--- src/rtl/traffic_pkg.sv ---
// traffic_pkg: junction state encoding, timing-register selects and power-up durations
package traffic_pkg;
    typedef enum logic [2:0] {ALL_RED, GREEN, GREEN_EXT, YELLOW, WALK} state_e;
    localparam logic [1:0] SEL_BASE = 2'd0;
    localparam logic [1:0] SEL_EXT  = 2'd1;
    localparam logic [1:0] SEL_YEL  = 2'd2;
    localparam logic [1:0] SEL_WALK = 2'd3;
    localparam int DEF_BASE = 6;
    localparam int DEF_EXT  = 3;
    localparam int DEF_YEL  = 2;
    localparam int DEF_WALK = 3;
endpackage

--- src/rtl/tc_second_timer.sv ---
// tc_second_timer: one-second prescaler feeding a loadable seconds down-counter
module tc_second_timer #(
    parameter int CLK_DIV = 100000000,
    parameter int TIME_W  = 4,
    parameter int INIT_S  = 1
) (
    input  logic              clk_i,
    input  logic              rst_i,
    input  logic              load_i,
    input  logic [TIME_W-1:0] load_value_i,
    output logic              tick_o,
    output logic              expired_o
);
    localparam int PW = $clog2(CLK_DIV + 1);
    localparam logic [PW-1:0] LAST = PW'(CLK_DIV - 1);
    logic [PW-1:0]     pre_q, pre_d;
    logic [TIME_W-1:0] cnt_q, cnt_d;
    assign tick_o    = pre_q == LAST;
    assign expired_o = cnt_q <= TIME_W'(1);
    // prescaler restarts on load or tick; a zero load is read as one second
    always_comb begin
        pre_d = (load_i || tick_o) ? '0 : pre_q + 1'b1;
        cnt_d = load_i ? ((load_value_i == '0) ? TIME_W'(1) : load_value_i)
              : (tick_o && !expired_o) ? cnt_q - 1'b1 : cnt_q;
    end
    // counter state, reset into the power-up all-red interval
    always_ff @(posedge clk_i or posedge rst_i) begin
        if (rst_i) begin
            pre_q <= '0;
            cnt_q <= TIME_W'(INIT_S);
        end else begin
            pre_q <= pre_d;
            cnt_q <= cnt_d;
        end
    end
endmodule

--- src/rtl/traffic_phase_controller.sv ---
// traffic_phase_controller: round-robin multi-phase junction with extension, walk and all-red
module traffic_phase_controller
    import traffic_pkg::*;
#(
    parameter int NUM_PHASES = 4,
    parameter int TIME_W     = 4,
    parameter int CLK_DIV    = 100000000,
    parameter int ALL_RED_S  = 1,
    parameter int PH_W       = $clog2(NUM_PHASES)
) (
    input  logic                  clk_i,
    input  logic                  reset_i,
    input  logic [NUM_PHASES-1:0] sensor_i,
    input  logic                  walk_req_i,
    input  logic                  reprogram_i,
    input  logic [1:0]            prog_sel_i,
    input  logic [TIME_W-1:0]     prog_value_i,
    output logic [NUM_PHASES-1:0] red_o,
    output logic [NUM_PHASES-1:0] yellow_o,
    output logic [NUM_PHASES-1:0] green_o,
    output logic                  walk_o,
    output logic [PH_W-1:0]       active_phase_o
);
    state_e                state_q, state_d;
    logic [PH_W-1:0]       phase_q, phase_d, nxt;
    logic [PH_W:0]         cand;
    logic                  ext_used_q, ext_used_d, walk_lat_q, walk_lat_d;
    logic [NUM_PHASES-1:0] dem_q, dem_d, sen_m_q, sen_s_q, cur_oh, nxt_oh;
    logic                  wr_m_q, wr_s_q, wr_p_q;
    logic [TIME_W-1:0]     base_q, ext_q, yel_q, walk_t_q, dur;
    logic [NUM_PHASES-1:0] red_q, yellow_q, green_q, red_d, yellow_d, green_d;
    logic                  walk_q, walk_d, tick, expired, done, pending;

    tc_second_timer #(.CLK_DIV(CLK_DIV), .TIME_W(TIME_W), .INIT_S(ALL_RED_S)) u_timer (
        .clk_i        (clk_i),
        .rst_i        (reset_i),
        .load_i       (done),
        .load_value_i (dur),
        .tick_o       (tick),
        .expired_o    (expired)
    );

    assign done    = tick && expired;
    assign pending = (|dem_q) || walk_lat_q;
    assign cur_oh  = (state_q == GREEN || state_q == GREEN_EXT) ? NUM_PHASES'(1) << phase_q : '0;
    assign nxt_oh  = NUM_PHASES'(1) << phase_d;

    // two-flop synchronisers for the asynchronous sensor and button inputs
    always_ff @(posedge clk_i or posedge reset_i) begin
        if (reset_i) begin
            sen_m_q <= '0;
            sen_s_q <= '0;
            wr_m_q  <= 1'b0;
            wr_s_q  <= 1'b0;
            wr_p_q  <= 1'b0;
        end else begin
            sen_m_q <= sensor_i;
            sen_s_q <= sen_m_q;
            wr_m_q  <= walk_req_i;
            wr_s_q  <= wr_m_q;
            wr_p_q  <= wr_s_q;
        end
    end

    // runtime timing registers; a write only affects the next load of that duration
    always_ff @(posedge clk_i or posedge reset_i) begin
        if (reset_i) begin
            base_q   <= TIME_W'(DEF_BASE);
            ext_q    <= TIME_W'(DEF_EXT);
            yel_q    <= TIME_W'(DEF_YEL);
            walk_t_q <= TIME_W'(DEF_WALK);
        end else begin
            base_q   <= (reprogram_i && prog_sel_i == SEL_BASE) ? prog_value_i : base_q;
            ext_q    <= (reprogram_i && prog_sel_i == SEL_EXT)  ? prog_value_i : ext_q;
            yel_q    <= (reprogram_i && prog_sel_i == SEL_YEL)  ? prog_value_i : yel_q;
            walk_t_q <= (reprogram_i && prog_sel_i == SEL_WALK) ? prog_value_i : walk_t_q;
        end
    end

    // next phase: first demanded approach after the active one, main road always qualifies
    always_comb begin
        cand = '0;
        nxt  = '0;
        for (int k = NUM_PHASES; k >= 1; k--) begin
            cand = {1'b0, phase_q} + (PH_W+1)'(k);
            cand = (cand >= (PH_W+1)'(NUM_PHASES)) ? cand - (PH_W+1)'(NUM_PHASES) : cand;
            if (cand == '0 || dem_q[cand[PH_W-1:0]])
                nxt = cand[PH_W-1:0];
        end
    end

    // junction sequencing; every exit reloads the timer with the entered state's duration
    always_comb begin
        state_d    = state_q;
        phase_d    = phase_q;
        ext_used_d = ext_used_q;
        dur        = TIME_W'(ALL_RED_S);
        if (done) begin
            case (state_q)
                GREEN: begin
                    if (sen_s_q[phase_q] && !ext_used_q && ext_q != '0) begin
                        state_d    = GREEN_EXT;
                        dur        = ext_q;
                        ext_used_d = 1'b1;
                    end else if (phase_q == '0 && !pending) begin
                        dur        = base_q;
                        ext_used_d = 1'b0;
                    end else begin
                        state_d = YELLOW;
                        dur     = yel_q;
                    end
                end
                GREEN_EXT: begin
                    state_d = YELLOW;
                    dur     = yel_q;
                end
                YELLOW: state_d = ALL_RED;
                ALL_RED: begin
                    if (walk_lat_q) begin
                        state_d = WALK;
                        dur     = walk_t_q;
                    end else begin
                        state_d    = GREEN;
                        phase_d    = nxt;
                        dur        = base_q;
                        ext_used_d = 1'b0;
                    end
                end
                default: state_d = ALL_RED;
            endcase
        end
    end

    // request latches (clear wins over set) and lamp decode of the upcoming state
    always_comb begin
        dem_d      = (dem_q | (sen_s_q & ~cur_oh)) & ~((done && state_d == GREEN) ? nxt_oh : '0);
        walk_lat_d = (done && state_d == WALK) ? 1'b0
                   : walk_lat_q | (wr_s_q & ~wr_p_q & (state_q != WALK));
        green_d    = (state_d == GREEN || state_d == GREEN_EXT) ? nxt_oh : '0;
        yellow_d   = (state_d == YELLOW) ? nxt_oh : '0;
        red_d      = ~(green_d | yellow_d);
        walk_d     = state_d == WALK;
    end

    // state, latches and registered lamp outputs
    always_ff @(posedge clk_i or posedge reset_i) begin
        if (reset_i) begin
            state_q    <= ALL_RED;
            phase_q    <= '0;
            ext_used_q <= 1'b0;
            dem_q      <= '0;
            walk_lat_q <= 1'b0;
            red_q      <= '1;
            yellow_q   <= '0;
            green_q    <= '0;
            walk_q     <= 1'b0;
        end else begin
            state_q    <= state_d;
            phase_q    <= phase_d;
            ext_used_q <= ext_used_d;
            dem_q      <= dem_d;
            walk_lat_q <= walk_lat_d;
            red_q      <= red_d;
            yellow_q   <= yellow_d;
            green_q    <= green_d;
            walk_q     <= walk_d;
        end
    end

    assign red_o          = red_q;
    assign yellow_o       = yellow_q;
    assign green_o        = green_q;
    assign walk_o         = walk_q;
    assign active_phase_o = phase_q;
endmodule

--- config.mk ---
export PLATFORM = sky130hd
export DESIGN_NAME = traffic_phase_controller
export DESIGN_NICKNAME = d
export VERILOG_FILES = /design/src/rtl/traffic_pkg.sv /design/src/rtl/tc_second_timer.sv /design/src/rtl/traffic_phase_controller.sv
export SDC_FILE = /design/constraint.sdc
export NUM_CORES = 1
export LEC_CHECK = 0
export CORE_MARGIN = 3
export CORE_UTILIZATION = 30
export CTS_CLUSTER_DIAMETER = 150
export DETAILED_ROUTE_END_ITERATION = 16
export PLACE_DENSITY = 0.43
export RECOVER_POWER = 25
export SYNTH_ARGS = -nofsm -noshare
export SYNTH_HDL_FRONTEND = slang
export SYNTH_HIERARCHICAL = 1
export SYNTH_SLANG_ARGS = --single-unit
--- constraint.sdc ---
create_clock -name clk_i -period 3.3 [get_ports clk_i]
set_input_delay 0.66 -clock clk_i [delete_from_list [all_inputs] [get_ports clk_i]]
set_output_delay 0.66 -clock clk_i [all_outputs]
set_load 0.02 [all_outputs]
After elaboration in Yosys (flattened, before gate mapping)
Cells that the tools add are included.
- bits in registers: 82
- input port bits: 14
- output and inout bits: 15
- logic and storage cells: 145
- add/sub/neg operators: 10
- $lt $le $gt $ge: 10
- equality and inequality tests: 13
- shifts and indexed selects: 2
- mux-type cells: 44
- bitwise gates (word level): 11
- reduce and logical (&&, ||, !) cells: 35
- operator list (kind ; count):
    4-bit two-way mux ; 11
    27-bit by 1-bit adder with 27-bit output, second input constant ; 1
    27-bit equality test, second input constant ; 1
    27-bit two-way mux ; 1
    3-bit two-way mux ; 8
    3-bit logical NOT ; 5
    2-bit by 3-bit < comparator with 1-bit output, second input constant ; 5
    2-bit two-way mux ; 7
    3-bit >= comparator, second input constant ; 4
    4-bit NOT ; 3
    4-bit one-hot mux with 3 select lines ; 1
    3-bit subtractor, second input constant ; 4
    1-bit logical AND ; 11
    1-bit binary-select mux with 2-bit select ; 5
    3-bit by 2-bit equality test with 1-bit output, second input constant ; 3
    1-bit two-way mux ; 9
    3-bit one-hot mux with 3 select lines ; 1
    4-bit bitwise AND ; 2
    1-bit logical OR ; 8
    4-bit bitwise OR ; 2
    1-bit by 2-bit << shifter with 4-bit output, first input constant ; 2
    2-bit by 2-bit adder with 3-bit output, second input constant ; 2
    3-bit by 1-bit equality test with 1-bit output, second input constant ; 2
    2-bit equality test, second input constant ; 2
    20 further kinds ; 25

Logic depth before layout (Yosys ltp)
- word-level depth: 17
- depth in mapped cells: 13
- mapped depth without buffers: 12

Modules after synthesis
The synthesis kept the hierarchy.
- by module, submodules not included (module ; instances ; cells each ; area an instance (sq um) ; sequential area each (sq um)):
    traffic_phase_controller ; 1 ; 226 ; 2537.4 ; 1290.0
    tc_second_timer ; 1 ; 172 ; 1705.4 ; 777.0

Least setup slack after synthesis
Ideal clock, no wire load.
- kind: reg-to-reg
- start: register phase_q[0] (netlist: active_phase_o[0])
- end: register dem_q[2]
- library setup time: 0.141 ns
- data arrival time: 2.538 ns
- data required time: 3.159 ns
- setup slack: 0.621 ns
- stages on the path, launching flop included: 12
- path buffers: 3
- period minus slack after synthesis: 2.679 ns
- cells stage by stage: dfrtp_1 buf_6 inv_1 ha_1 buf_2 mux2i_1 a22oi_1 or4_1 and3_1 buf_6 clkinv_1 a31oi_1
- longest elaborated chain between the ends: 17
- elaborated cells between the ends (all ways): 60
- those cells by class: 8 x add/sub; 4 x order compare; 1 x eq/ne; 2 x shift; 27 x mux; 5 x bitwise; 13 x reduce/logical
- RTL lines (what ; line ; RTL):
    start: declaration ; traffic_phase_controller.sv:25 ; logic [PH_W-1:0] phase_q, phase_d, nxt;
    start signal: assignment ; traffic_phase_controller.sv:159 ; phase_q <= phase_d;
    2-bit by 3-bit adder with 3-bit output ; traffic_phase_controller.sv:85 ; cand = {1'b0, phase_q} + (PH_W+1)'(k);
    3-bit subtractor or 3-bit >= comparator (tied branches) ; traffic_phase_controller.sv:86 ; cand = (cand >= (PH_W+1)'(NUM_PHASES)) ? cand - (PH_W+1)'(NUM_PHASES) : cand;
    3-bit two-way mux ; traffic_phase_controller.sv:86 ;
    1-bit binary-select mux with 2-bit select ; traffic_phase_controller.sv:87 ; if (cand == '0 || dem_q[cand[PH_W-1:0]])
    1-bit two-way mux (not written as such) ; traffic_phase_controller.sv:87 ;
    1-bit logical OR ; traffic_phase_controller.sv:87 ;
    2-bit two-way mux (3 in a row) ; traffic_phase_controller.sv:87 ;
    2-bit two-way mux * ; traffic_phase_controller.sv:87 ;
    2-bit two-way mux * ; traffic_phase_controller.sv:119 ; if (walk_lat_q) begin
    2-bit two-way mux * ; traffic_phase_controller.sv:99 ; case (state_q)
    2-bit two-way mux * ; traffic_phase_controller.sv:98 ; if (done) begin
    net phase_d[1] ; traffic_phase_controller.sv:25 ;
    1-bit by 2-bit << shifter with 4-bit output * ; traffic_phase_controller.sv:46 ; assign nxt_oh = NUM_PHASES'(1) << phase_d;
    4-bit two-way mux * ; traffic_phase_controller.sv:136 ; dem_d = (dem_q | (sen_s_q & ~cur_oh)) & ~((done && state_d == GREEN) ? nxt_oh : '0);
    4-bit NOT * ; traffic_phase_controller.sv:136 ;
    4-bit bitwise AND * ; traffic_phase_controller.sv:136 ;
    net dem_d[2] ; traffic_phase_controller.sv:28 ; logic [NUM_PHASES-1:0] dem_q, dem_d, sen_m_q, sen_s_q, cur_oh, nxt_oh;
    end signal: assignment ; traffic_phase_controller.sv:161 ; dem_q <= dem_d;
    end: declaration ; traffic_phase_controller.sv:28 ;
The timed path passes the listed nets; every way through them passes the cells marked *. The select of a mux whose other input is x is not followed.
A chain may end at the register's enable or synchronous reset.

Worst setup path after layout
- start: register u_timer.pre_q[8]
- end: register green_q[0] (netlist: green_o[0])
- elaborated cells between the ends (all ways): 9
- those cells by class: 3 x eq/ne; 1 x shift; 3 x mux; 2 x reduce/logical
- RTL lines (what ; line ; RTL):
    start: declaration ; tc_second_timer.sv:16 ; logic [PW-1:0] pre_q, pre_d;
    start signal: assignment ; tc_second_timer.sv:32 ; pre_q <= pre_d;
    27-bit equality test ; tc_second_timer.sv:18 ; assign tick_o = pre_q == LAST;
    net tick ; traffic_phase_controller.sv:32 ; logic walk_q, walk_d, tick, expired, done, pending;
    1-bit logical AND ; traffic_phase_controller.sv:43 ; assign done = tick && expired;
    2-bit two-way mux ; traffic_phase_controller.sv:98 ;
    net phase_d[1] ; traffic_phase_controller.sv:25 ;
    1-bit by 2-bit << shifter with 4-bit output ; traffic_phase_controller.sv:46 ;
    4-bit two-way mux ; traffic_phase_controller.sv:139 ; green_d = (state_d == GREEN || state_d == GREEN_EXT) ? nxt_oh : '0;
    net green_d[0] ; traffic_phase_controller.sv:31 ; logic [NUM_PHASES-1:0] red_q, yellow_q, green_q, red_d, yellow_d, green_d;
    end signal: assignment ; traffic_phase_controller.sv:165 ; green_q <= green_d;
    end: declaration ; traffic_phase_controller.sv:31 ;
The timed path passes the listed nets, and every way through them passes these cells.

==> impl_metrics.json <==
{
  "die_x_um": 125,
  "ys_seq_elements": 82,
  "clock_latency_ps": 340,
  "status": "finished, violations left",
  "grt_max_degree": 32,
  "port_buffers": 28,
  "skew_ps": 11.3,
  "violations": "max-capacitance violations, max-slew violations",
  "worst_slew_pin_slew_ps": 1740,
  "drc": 0,
  "overflow": 0,
  "drt-initial-drc-count": 265,
  "switching_share_pct": 21.2,
  "clock.fmax_mhz": 338,
  "cts_setup_buffers": 0,
  "grtUsageMet3_pct": 2.57,
  "grt.met2_usage_pct": 18.4,
  "min_period_ps": 2960,
  "hold_viol_final": 0,
  "finalCritPeriodShare_pct": 89.8,
  "largest_register_ffs": 27,
  "rsz0062_at_grt": "no",
  "synth_cell_types": 64,
  "ys.flop_type": "dfrtp_1",
  "clock_power_share_pct": 48.8,
  "fp-row-count": 42,
  "synth.yosys.seq_area_share_pct": 48.7,
  "drive_gt1_share_pct": 16.8,
  "antenna_cells": 0,
  "regMostFlops": "u_timer/pre_q",
  "synth_edf_count": 0,
  "clk_pin_slew_ps": 60,
  "cts_buffer_depth": 2,
  "area_delta_synth_final_pct": 19.2,
  "gp_congestion": 0.824,
  "post-route-util_pct": 37.3,
  "cts_buffers": 9,
  "synth.largest_area_cell": "dfrtp_1",
  "crit_slowest_cell": "dfrtp_1",
  "clock_sinks": 82,
  "path_delay_family": "simple AND/OR/NAND/NOR gates",
  "antenna_found_initial": 0,
  "hpwlAfterDp_mm": 6.95,
  "slew_headroom_pct": -15.8,
  "dp.cells": 595,
  "arrival_ps": 3190,
  "start_kind": "flip-flop",
  "top_usage_layer": "met1",
  "syn_inst": 398,
  "drt-total-wl_mm": 9.78,
  "core_area_um2": 13600,
  "die-area_um2": 15600,
  "setup-violations-final": 0,
  "synth_warnings": 6,
  "crit_buf_inv": 1,
  "ys_top_cells_by_area": "dfrtp_1 (41%), dfstp_2 (7.4%), mux2_2 (5.3%)",
  "yosysTopAreaCellShare_pct": 41.3,
  "wire_per_inst_um": 16.0,
  "syn_nets": 419,
  "worst-path-max-fanout": 10,
  "cap_violations": 1,
  "io_pins": 29,
  "combPwrFrac_pct": 5.0,
  "switching_power_mw": 0.502,
  "start_util_pct": 31.3,
  "worstSetupPathType": "flip-flop to flip-flop",
  "clock_tree.root_cell": "clkbuf_16",
  "cts.hold.buffers_added": 0,
  "grt_pass1_vias": 3075,
  "drt_pass1_iterations": 5,
  "avgSynthCellArea_um2": 10.7,
  "cts-resized-gates": 0,
  "nets": 451,
  "slowest_delay_ps": 450,
  "yosysMostFrequentCell": "dfrtp_1",
  "leakage_nw": 2.07,
  "p_per_area_nw_per_um2": 468,
  "final_area_um2": 5060,
  "nFillCells": 1372,
  "grt_util_met1_pct": 18.9,
  "cts_tree": "built",
  "cts_max_level": 3,
  "final_cells": 611,
  "min_path_type": "flip-flop to flip-flop",
  "final_max_slew_viol_count": 32,
  "path_cells": "nor4b_2 > nand4_2 > nor2_1 > and3b_1 > nand2_1 > mux2_2 > and3_1 > clkinv_1 > nor4_1",
  "ir_worst_vdd_v": 0.000210,
  "worstPathRequired_ps": 3530,
  "synth_commonest_cells": "dfrtp_1 (70), nor2_1 (30), a21oi_1 (27), nand2_1 (21), mux2_2 (20)",
  "track_usage_pct": 13.0,
  "routed_via_density": 5.13,
  "synth_area_um2": 4240,
  "die_y_um": 125,
  "place_area_um2": 4720,
  "ant_nets": 0,
  "intPower_mw": 1.86,
  "grt_pass1_wl_mm": 16.3,
  "setup_tns_ps": 0,
  "pwr-share-seq_pct": 46.2,
  "async_flop_share_pct": 100,
  "vias": 3133,
  "endpoint_kind": "flip-flop"
}
-- power by group through the flow --
stage / Clock [mW] / Combinational [mW] / Sequential (mW)
2_1_floorplan: 0 / 0.0862 / 1.10
3_3_place_gp: 0 / 0.122 / 1.11
3_5_place_dp: 0 / 0.124 / 1.11
4_1_cts: 1.19 / 0.124 / 1.09
5_1_grt: 1.23 / 0.133 / 1.10
6_report: 1.15 / 0.119 / 1.09
-- logic make-up after synthesis --
logic type      Yosys count  synth area share (%)
compound gates           86                  14.2
flops                    82                  48.7
simple gates            142                  19.4
buf+inv                  35                  4.16
fa+ha+maj                 7                  2.06
mux                      33                  8.79
xor+xnor                 13                  2.68
-- cell usage in the layout, fill, tap and decap left out, types with 9 or more instances in the layout --
cell | netlist | routed
dfrtp_1 | 70 | 70
nor2_1 | 30 | 30
a21oi_1 | 27 | 27
clkdlybuf4s50_1 | 0 | 22
nand2_1 | 21 | 21
mux2_2 | 20 | 20
inv_1 | 16 | 16
nand3_1 | 16 | 16
or4_1 | 13 | 13
dfstp_2 | 12 | 12
nor3_1 | 11 | 11
mux2i_1 | 11 | 11
o31ai_1 | 10 | 10
clkbuf_16 | 0 | 9
xor2_1 | 9 | 9
-- layer usage --
layer / share of wire (%) / wire length, um
met2: 42 / 4150
met5: 0 / 0
met4: 2.1 / 205
met1: 52 / 5080
met3: 3.6 / 350
-- final timing paths --
kind,depth (start not counted),startpoint,end,slack (ps)
max reg2reg,9,u_timer/pre_q[8]$_DFF_PP0_,green_o[0]$_DFF_PP0_,340
max in group asynchronous,3,reset_i,u_timer/pre_q[9]$_DFF_PP0_,870
max,9,u_timer/pre_q[8]$_DFF_PP0_,green_o[0]$_DFF_PP0_,340
min reg2reg,0,sen_m_q[0]$_DFF_PP0_,sen_s_q[0]$_DFF_PP0_,350
min in group asynchronous,2,reset_i,active_phase_o[1]$_DFF_PP0_,1080
min,0,sen_m_q[0]$_DFF_PP0_,sen_s_q[0]$_DFF_PP0_,350
-- layout make-up --
type	count	area, um2	share of cell area, %
Inverter	19	71.3	1.41
Multi-Input combinational cell	281	2000	39.5
Timing Repair Buffer	37	357	7.05
Sequential cell	82	2070	40.9
Clock buffer	9	225	4.45
Clock inverter	7	118	2.33
Tap cell	176	220	4.35
-- through the flow --
step           worst slack, ps  total power, mW  hold slack (ps)
3_5_place_dp               350             1.23              337
3_3_place_gp               463             1.23              333
4_1_cts                    327             2.41              351
5_1_grt                   39.9             2.46              353
2_1_floorplan              621             1.18              331
6_report                   337             2.37              349
(Power assumes the default switching activity.)
